--- src/rtl/sram_pkg.sv ---
`default_nettype none
// ============================================================================
// Module      : sram_pkg
// Description : Shared definitions for the instruction-side SRAM controller.
//               Holds the controller state encoding, the SRAM idle byte-enable
//               level, the default access wait count and the byte-to-word
//               address slice constants.
// Ports       : none (package)
// Revision    : 1.0 - initial release
// ============================================================================
package sram_pkg;

    // Controller states
    typedef enum logic [2:0] {
        ST_IDLE    = 3'd0,
        ST_FETCH   = 3'd1,
        ST_DREAD   = 3'd2,
        ST_WSETUP  = 3'd3,
        ST_WSTROBE = 3'd4,
        ST_WHOLD   = 3'd5,
        ST_DONE    = 3'd6
    } sram_state_e;

    // Byte enables are active low; all ones means no byte lane selected
    localparam logic [3:0] SRAM_IDLE_BE_N = 4'hF;

    // SRAM access cycles per read or write strobe
    localparam int DEFAULT_WAIT_CYCLES = 1;

    // Word address lives in byte-address bits [21:2] for a 20-bit SRAM
    localparam int WORD_ADDR_LSB = 2;
    localparam int WORD_ADDR_MSB = 21;

    // Width of the shared wait counter (covers WAIT_CYCLES 1..15)
    localparam int WAIT_CNT_W = 4;

endpackage : sram_pkg
`default_nettype wire

--- src/rtl/sram_wait_counter.sv ---
`default_nettype none
// ============================================================================
// Module      : sram_wait_counter
// Description : Loadable down-counter timing SRAM access phases. Loaded on
//               entry to an access state, decremented once per cycle while the
//               access is in progress. Saturates at zero.
// Ports       : clk, rst      - clock, asynchronous active-high reset
//               load_i        - load load_val_i (has priority over dec_i)
//               dec_i         - decrement by one
//               load_val_i    - value loaded on load_i
//               zero_o        - count is zero
//               last_o        - count is one: the current cycle is the final
//                               cycle of the access
// Revision    : 1.0 - initial release
// ============================================================================
module sram_wait_counter
    import sram_pkg::*;
(
    input  logic                  clk,
    input  logic                  rst,
    input  logic                  load_i,
    input  logic                  dec_i,
    input  logic [WAIT_CNT_W-1:0] load_val_i,
    output logic                  zero_o,
    output logic                  last_o
);

    logic [WAIT_CNT_W-1:0] cnt_q;

    always_ff @(posedge clk or posedge rst) begin
        if (rst) begin
            cnt_q <= '0;
        end else if (load_i) begin
            cnt_q <= load_val_i;
        end else if (dec_i && (cnt_q != '0)) begin
            cnt_q <= cnt_q - 1'b1;
        end
    end

    assign zero_o = (cnt_q == '0);
    assign last_o = (cnt_q == {{(WAIT_CNT_W-1){1'b0}}, 1'b1});

endmodule : sram_wait_counter
`default_nettype wire

--- src/rtl/im_sram_ctrl.sv ---
`default_nettype none
// ============================================================================
// Module      : im_sram_ctrl
// Description : Instruction-side controller for the external base SRAM. Turns
//               fetch addresses into word reads, holds the last fetched word so
//               repeated fetches of it cost no SRAM traffic, and arbitrates a
//               MEM-stage request/ack port that has priority over fetch.
// Ports       : clk, rst              - clock, asynchronous active-high reset
//               im_addr / im_data     - fetch byte address / registered word
//               fetch_stall           - high while im_data != word at im_addr
//               dm_req/dm_we/dm_addr/dm_wdata/dm_be - MEM-stage request
//               dm_rdata / dm_ack     - registered read data / done pulse
//               sram_addr, sram_data_i, sram_data_o, sram_data_oe,
//               sram_ce_n, sram_oe_n, sram_we_n, sram_be_n - SRAM pins
// Revision    : 1.0 - initial release
// ============================================================================
module im_sram_ctrl
    import sram_pkg::*;
#(
    parameter int WAIT_CYCLES = DEFAULT_WAIT_CYCLES,
    parameter int SRAM_AW     = WORD_ADDR_MSB - WORD_ADDR_LSB + 1
) (
    input  logic               clk,
    input  logic               rst,
    // fetch side
    input  logic [31:0]        im_addr,
    output logic [31:0]        im_data,
    output logic               fetch_stall,
    // MEM-stage side
    input  logic               dm_req,
    input  logic               dm_we,
    input  logic [31:0]        dm_addr,
    input  logic [31:0]        dm_wdata,
    input  logic [3:0]         dm_be,
    output logic [31:0]        dm_rdata,
    output logic               dm_ack,
    // SRAM pins
    output logic [SRAM_AW-1:0] sram_addr,
    input  logic [31:0]        sram_data_i,
    output logic [31:0]        sram_data_o,
    output logic               sram_data_oe,
    output logic               sram_ce_n,
    output logic               sram_oe_n,
    output logic               sram_we_n,
    output logic [3:0]         sram_be_n
);

    localparam logic [WAIT_CNT_W-1:0] WAIT_LOAD = WAIT_CNT_W'(WAIT_CYCLES);

    sram_state_e        state_q;
    logic [29:0]        fetch_addr_q;
    logic [29:0]        fetched_addr_q;
    logic               fetched_valid_q;
    logic [31:0]        im_data_q;
    logic [31:0]        dm_rdata_q;
    logic               dm_ack_q;
    logic [SRAM_AW-1:0] sram_addr_q;
    logic [31:0]        sram_data_o_q;
    logic               sram_data_oe_q;
    logic               sram_ce_n_q;
    logic               sram_oe_n_q;
    logic               sram_we_n_q;
    logic [3:0]         sram_be_n_q;

    logic               hit;
    logic               cnt_load;
    logic               cnt_dec;
    logic               cnt_zero;
    logic               cnt_last;
    logic               cnt_done;
    logic               w_unused;

    // Byte-offset bits never select anything: every access is a full word slot
    assign w_unused = ^{im_addr[1:0], dm_addr[1:0]};

    assign hit         = fetched_valid_q && (im_addr[31:2] == fetched_addr_q);
    assign fetch_stall = !hit;

    // Counter is loaded on the edge that enters a timed state (FETCH, DREAD
    // from IDLE; WSTROBE from WSETUP) and runs down while in that state.
    assign cnt_load = ((state_q == ST_IDLE) &&
                       ((dm_req && !dm_we) || (!dm_req && !hit))) ||
                      (state_q == ST_WSETUP);
    assign cnt_dec  = (state_q == ST_FETCH) || (state_q == ST_DREAD) ||
                      (state_q == ST_WSTROBE);
    // zero only matters if the counter were ever entered empty; it keeps the
    // FSM from hanging in that case
    assign cnt_done = cnt_last || cnt_zero;

    sram_wait_counter u_wait_counter (
        .clk        (clk),
        .rst        (rst),
        .load_i     (cnt_load),
        .dec_i      (cnt_dec),
        .load_val_i (WAIT_LOAD),
        .zero_o     (cnt_zero),
        .last_o     (cnt_last)
    );

    // All SRAM pins are registered and set on the edge that enters a state,
    // so they are glitch-free and already valid during that state's cycles.
    // Reset returns the strobes to idle asynchronously, which aborts an
    // in-flight write immediately.
    always_ff @(posedge clk or posedge rst) begin
        if (rst) begin
            state_q         <= ST_IDLE;
            fetch_addr_q    <= '0;
            fetched_addr_q  <= '0;
            fetched_valid_q <= 1'b0;
            im_data_q       <= '0;
            dm_rdata_q      <= '0;
            dm_ack_q        <= 1'b0;
            sram_addr_q     <= '0;
            sram_data_o_q   <= '0;
            sram_data_oe_q  <= 1'b0;
            sram_ce_n_q     <= 1'b1;
            sram_oe_n_q     <= 1'b1;
            sram_we_n_q     <= 1'b1;
            sram_be_n_q     <= SRAM_IDLE_BE_N;
        end else begin
            case (state_q)
                ST_IDLE: begin
                    if (dm_req) begin
                        // data access wins over any pending fetch miss
                        sram_addr_q <= dm_addr[WORD_ADDR_LSB +: SRAM_AW];
                        sram_ce_n_q <= 1'b0;
                        sram_be_n_q <= ~dm_be;
                        if (!dm_we) begin
                            sram_oe_n_q <= 1'b0;
                            state_q     <= ST_DREAD;
                        end else begin
                            sram_data_o_q  <= dm_wdata;
                            sram_data_oe_q <= 1'b1;
                            state_q        <= ST_WSETUP;
                        end
                    end else if (!hit) begin
                        fetch_addr_q <= im_addr[31:2];
                        sram_addr_q  <= im_addr[WORD_ADDR_LSB +: SRAM_AW];
                        sram_ce_n_q  <= 1'b0;
                        sram_oe_n_q  <= 1'b0;
                        sram_be_n_q  <= 4'h0;
                        state_q      <= ST_FETCH;
                    end
                end
                ST_FETCH: begin
                    // Installed even if im_addr moved meanwhile; the hit check
                    // then fails and a fresh fetch follows.
                    if (cnt_done) begin
                        im_data_q       <= sram_data_i;
                        fetched_addr_q  <= fetch_addr_q;
                        fetched_valid_q <= 1'b1;
                        sram_ce_n_q     <= 1'b1;
                        sram_oe_n_q     <= 1'b1;
                        sram_be_n_q     <= SRAM_IDLE_BE_N;
                        state_q         <= ST_IDLE;
                    end
                end
                ST_DREAD: begin
                    if (cnt_done) begin
                        dm_rdata_q  <= sram_data_i;
                        dm_ack_q    <= 1'b1;
                        sram_ce_n_q <= 1'b1;
                        sram_oe_n_q <= 1'b1;
                        sram_be_n_q <= SRAM_IDLE_BE_N;
                        state_q     <= ST_DONE;
                    end
                end
                ST_WSETUP: begin
                    sram_we_n_q <= 1'b0;
                    state_q     <= ST_WSTROBE;
                end
                ST_WSTROBE: begin
                    if (cnt_done) begin
                        sram_we_n_q <= 1'b1;
                        state_q     <= ST_WHOLD;
                    end
                end
                ST_WHOLD: begin
                    // keep the held instruction word coherent with the SRAM
                    if (dm_addr[31:2] == fetched_addr_q) begin
                        fetched_valid_q <= 1'b0;
                    end
                    dm_ack_q       <= 1'b1;
                    sram_data_oe_q <= 1'b0;
                    sram_ce_n_q    <= 1'b1;
                    sram_be_n_q    <= SRAM_IDLE_BE_N;
                    state_q        <= ST_DONE;
                end
                ST_DONE: begin
                    dm_ack_q <= 1'b0;
                    state_q  <= ST_IDLE;
                end
                default: begin
                    state_q <= ST_IDLE;
                end
            endcase
        end
    end

    assign im_data      = im_data_q;
    assign dm_rdata     = dm_rdata_q;
    assign dm_ack       = dm_ack_q;
    assign sram_addr    = sram_addr_q;
    assign sram_data_o  = sram_data_o_q;
    assign sram_data_oe = sram_data_oe_q;
    assign sram_ce_n    = sram_ce_n_q;
    assign sram_oe_n    = sram_oe_n_q;
    assign sram_we_n    = sram_we_n_q;
    assign sram_be_n    = sram_be_n_q;

endmodule : im_sram_ctrl
`default_nettype wire

--- config.mk ---
export PLATFORM = sky130hd
export DESIGN_NAME = im_sram_ctrl
export DESIGN_NICKNAME = d
export VERILOG_FILES = /design/src/rtl/sram_pkg.sv /design/src/rtl/sram_wait_counter.sv /design/src/rtl/im_sram_ctrl.sv
export SDC_FILE = /design/constraint.sdc
export NUM_CORES = 1
export LEC_CHECK = 0
export ABC_AREA = 1
export CORE_MARGIN = 5
export CORE_UTILIZATION = 28
export CTS_CLUSTER_DIAMETER = 30
export DETAILED_ROUTE_END_ITERATION = 16
export DONT_BUFFER_PORTS = 1
export PLACE_DENSITY = 0.42
export REMOVE_ABC_BUFFERS = 1
export SYNTH_ARGS = -nofsm -noshare
export SYNTH_HDL_FRONTEND = slang
export SYNTH_SLANG_ARGS = --single-unit
--- constraint.sdc ---
create_clock -name clk -period 7.8 [get_ports clk]
set_clock_uncertainty 0.05 [all_clocks]
set_input_delay 1.56 -clock clk [delete_from_list [all_inputs] [get_ports clk]]
set_output_delay 1.56 -clock clk [all_outputs]
set_load 0.02 [all_outputs]
==> impl_results.md <==
- Most frequent cells in the layout: 359 x nand2_1, 186 x dfrtp_1, 112 x o21ai_0, 103 x inv_1, 62 x nor2_1
- CTS tree: yes
- Row count: 65
- Ant diodes: 0
- Final HPWL DP: 18120 microns
- # fillers: 3320
- R2R depth: 7
- R2R setup slack: 4.69 ns
- Seq cells post-synth: 193
- Crit path buffers/inverters: 0
- Crit path cell chain: xnor2_1 > nand2_1 > nor2_1 > nand3b_1 > nor2_1 > nand2_1
- Setup Fix Bufs, Post-CTS: 0
- Syn avg cell area: 8.304 sq um
- Max-Cap Viols: 0
- Full die area: 0.03514 sq mm
- PwrDens: 447.1 mW/mm^2
- CP max FO: 2
- Crit path largest cell delay: 0.28 ns
- Starting Density: 28.16%
- Fin. Hold Viols: 0
- Nets: 1179
- Outcome: finished, final reports clean
- Unrepaired setup endpoints after global routing: no
- Netlist cell types: 33
- Clock Latency Late Sink: 0.45 ns
- Final Cycle Share: 52.21%
- Share of the synthesized area in the top cell type: 52.78%
- Fmax: 245.6 MHz
- Gp weighted congestion: 0.7922
- Hold Path Sink: fetch_addr_q[12]
- CTS sink cnt: 193
- Share of layout cells above drive strength 1: 6.743%
- Worst-margin pin slew: 1.067 ns
- Crit path kind: input pin to primary output
- Leakage Power: 0.004897 uW
- Peak VDD IR: 0.1869 mV
- Post-synth EDFFs: 0
- Reg-to-Reg Start: u_wait_counter.cnt_q[0]
- Vias per cell: 4.467
- Die width: 187.5 microns
- ANT nets after route: 0
- # hold bufs at CTS: 0
- Setup violations, final: 0
- Seq/Total Area, Yosys: 54.87%
- Minimum clock period: 4.072 ns
- Routed WL per cell: 17.31 microns
- Root buf cell: clkbuf_16
- Reg2Reg Capture Point: fetched_addr_q[4]
- Main synth FF type: dfrtp_1
- Largest area contributor in the netlist: dfrtp_1
- Area delta synth->final: 10.17%
- CTS max path bufs: 2
- Core Area: 0.03131 sq mm
- Startpoint types: input pin
- Post-Synthesis Cell Area: 0.008818 sq mm
- Port Buffer Count: 0
- Hold Slack: 0.4348 ns
- Cell family with most CP delay: simple AND/OR/NAND/NOR gates
- WL final: 25180 microns
- Slowest stage cell, crit path: xnor2_1
- Main area contributors after synthesis: dfrtp_1 53%, nand2_1 15%, o21ai_0 6.4%
- Synth Warn #: 0
- Syn Inst Count: 1062
- Commonest non-fill, non-tap cell in the layout: nand2_1
- Vias: 6499
- Total CTS buffers: 17
- Final Max Slew Viols: 0
- GR Overflow Total: 0
- Initial antenna violation count: 0
- Hold Path Cell Cnt: 2
- Crit path required time: 6.19 ns
- Iteration-0 DRC Markers: 302
- CP Capture Type: primary output
- Worst-path clk slew: 0.08 ns
- 1st-pass router iterations: 4
- H-tree depth: 4
- Slew HR: 28.82%
- Crit path arrival time: 2.46 ns
- Total Routing Usage GR: 14.48%
- Total negative setup slack: 0 ns
- Vias in the first global route: 6622
- Hold crit path type: flip-flop to flip-flop
- Pin count of the biggest net entering global routing: 131
- # IOs: 262
- Residual DRC count: 0
- Register area: 0.004838 sq mm
- Post-synth ARST share: 100.0%
- Post-cts gate resize count: 0
- Hold path start: fetch_addr_q[12]
- Die height: 187.5 microns
- Multi-input gate area: 0.003314 sq mm
- First-pass GRT wire length: 39800 microns
## worst max path at each step
stage,from,to,cells after the start
final,im_addr[16],fetch_stall,6
after global routing,im_addr[16],fetch_stall,6
after detailed placement,im_addr[16],fetch_stall,6
after CTS,im_addr[16],fetch_stall,6
after global placement,im_addr[16],fetch_stall,6
after floorplan,rst,dm_ack,1
## registers in the layout (all words and copies together), names as in the netlist
register              count
fetched_addr_q           30
sram_be_n                 4
im_data                  32
sram_addr                20
fetch_addr_q             30
state_q                   3
dm_ack                    1
sram_data_oe              1
sram_ce_n                 1
sram_oe_n                 1
sram_we_n                 1
dm_rdata                 32
u_wait_counter.cnt_q      4
fetched_valid_q           1
sram_data_o              32
## kinds of logic after synthesis
group	Yosys count	share of synthesized area, %
buffers and inverters	159	7.633
XOR/XNOR	42	4.171
flip-flops	193	54.87
AO/OA/AOI/OAI	154	8.868
AND/OR/NAND/NOR	505	23.27
multiplexers	6	0.7661
adder cells (fa/ha/maj)	3	0.4257
## worst register-to-register path, stage by stage, from the launching register on
cell and delay [ns]:
dfrtp_1 0.41, inv_1 0.10, ha_1 0.22, o21ai_1 0.44, inv_1 0.19, nand2_4 0.39, buf_4 0.73, mux2_2 0.48
## metrics by stage
step / power, uW / setup WS (ns) / instance area (sq um) / utilization (%) / std cells
detailed placement: 3483 / 3.667 / 9117 / 29.12 / 1423
global placement: 3456 / 3.664 / 9117 / 29.12 / 1423
CTS: 4426 / 3.656 / 9716 / 31.03 / 1455
floorplan: 3081 / 0.9460 / 8577 / - / 1018
global route: 4710 / 3.536 / 9716 / 31.03 / 1455
finish: 4344 / 3.728 / 9716 / 31.03 / 1455
## power by group
group	switching (uW)	internal [uW]	total, uW
logic	722	436	1160
clock network	434	483	916
registers	772	1500	2270
total	1930	2420	4340
## final cells by class
class	count	share of cell area, %
sequential	193	49.80
multi-input combinational	710	34.11
tap	402	5.177
inverter	115	4.520
clock buffer	17	4.379
clock inverter	15	1.777
timing repair buffer	3	0.2318
## cells in the mapped netlist, types with 2 or more instances
| master | n |
|---|---|
| dfrtp_1 | 186 |
| nand2_1 | 360 |
| o21ai_1 | 14 |
| xnor2_1 | 34 |
| o21ai_0 | 112 |
| buf_2 | 19 |
| mux2_2 | 6 |
| clkbuf_1 | 11 |
| nor2_2 | 5 |
| buf_6 | 3 |
| a21oi_1 | 24 |
| buf_1 | 3 |
| ha_1 | 3 |
| nand4_1 | 18 |
| nand3b_1 | 2 |
| nor2_1 | 62 |
| xor2_1 | 8 |
| nand2_2 | 3 |
| dfstp_2 | 7 |
| nor3_1 | 3 |
| inv_1 | 104 |
| buf_4 | 8 |
| nand3_1 | 48 |
| inv_2 | 10 |
## layer usage
metal | wire [microns] | part of all wire (%) | track usage, %
met2 | 11240 | 45 | 22.29
met3 | 2442 | 9.7 | 6.756
met1 | 11100 | 44 | 18.41
met4 | 400 | 1.6 | 3.953
met5 | 0 | 0 | 0
(Power assumes the default switching activity.)
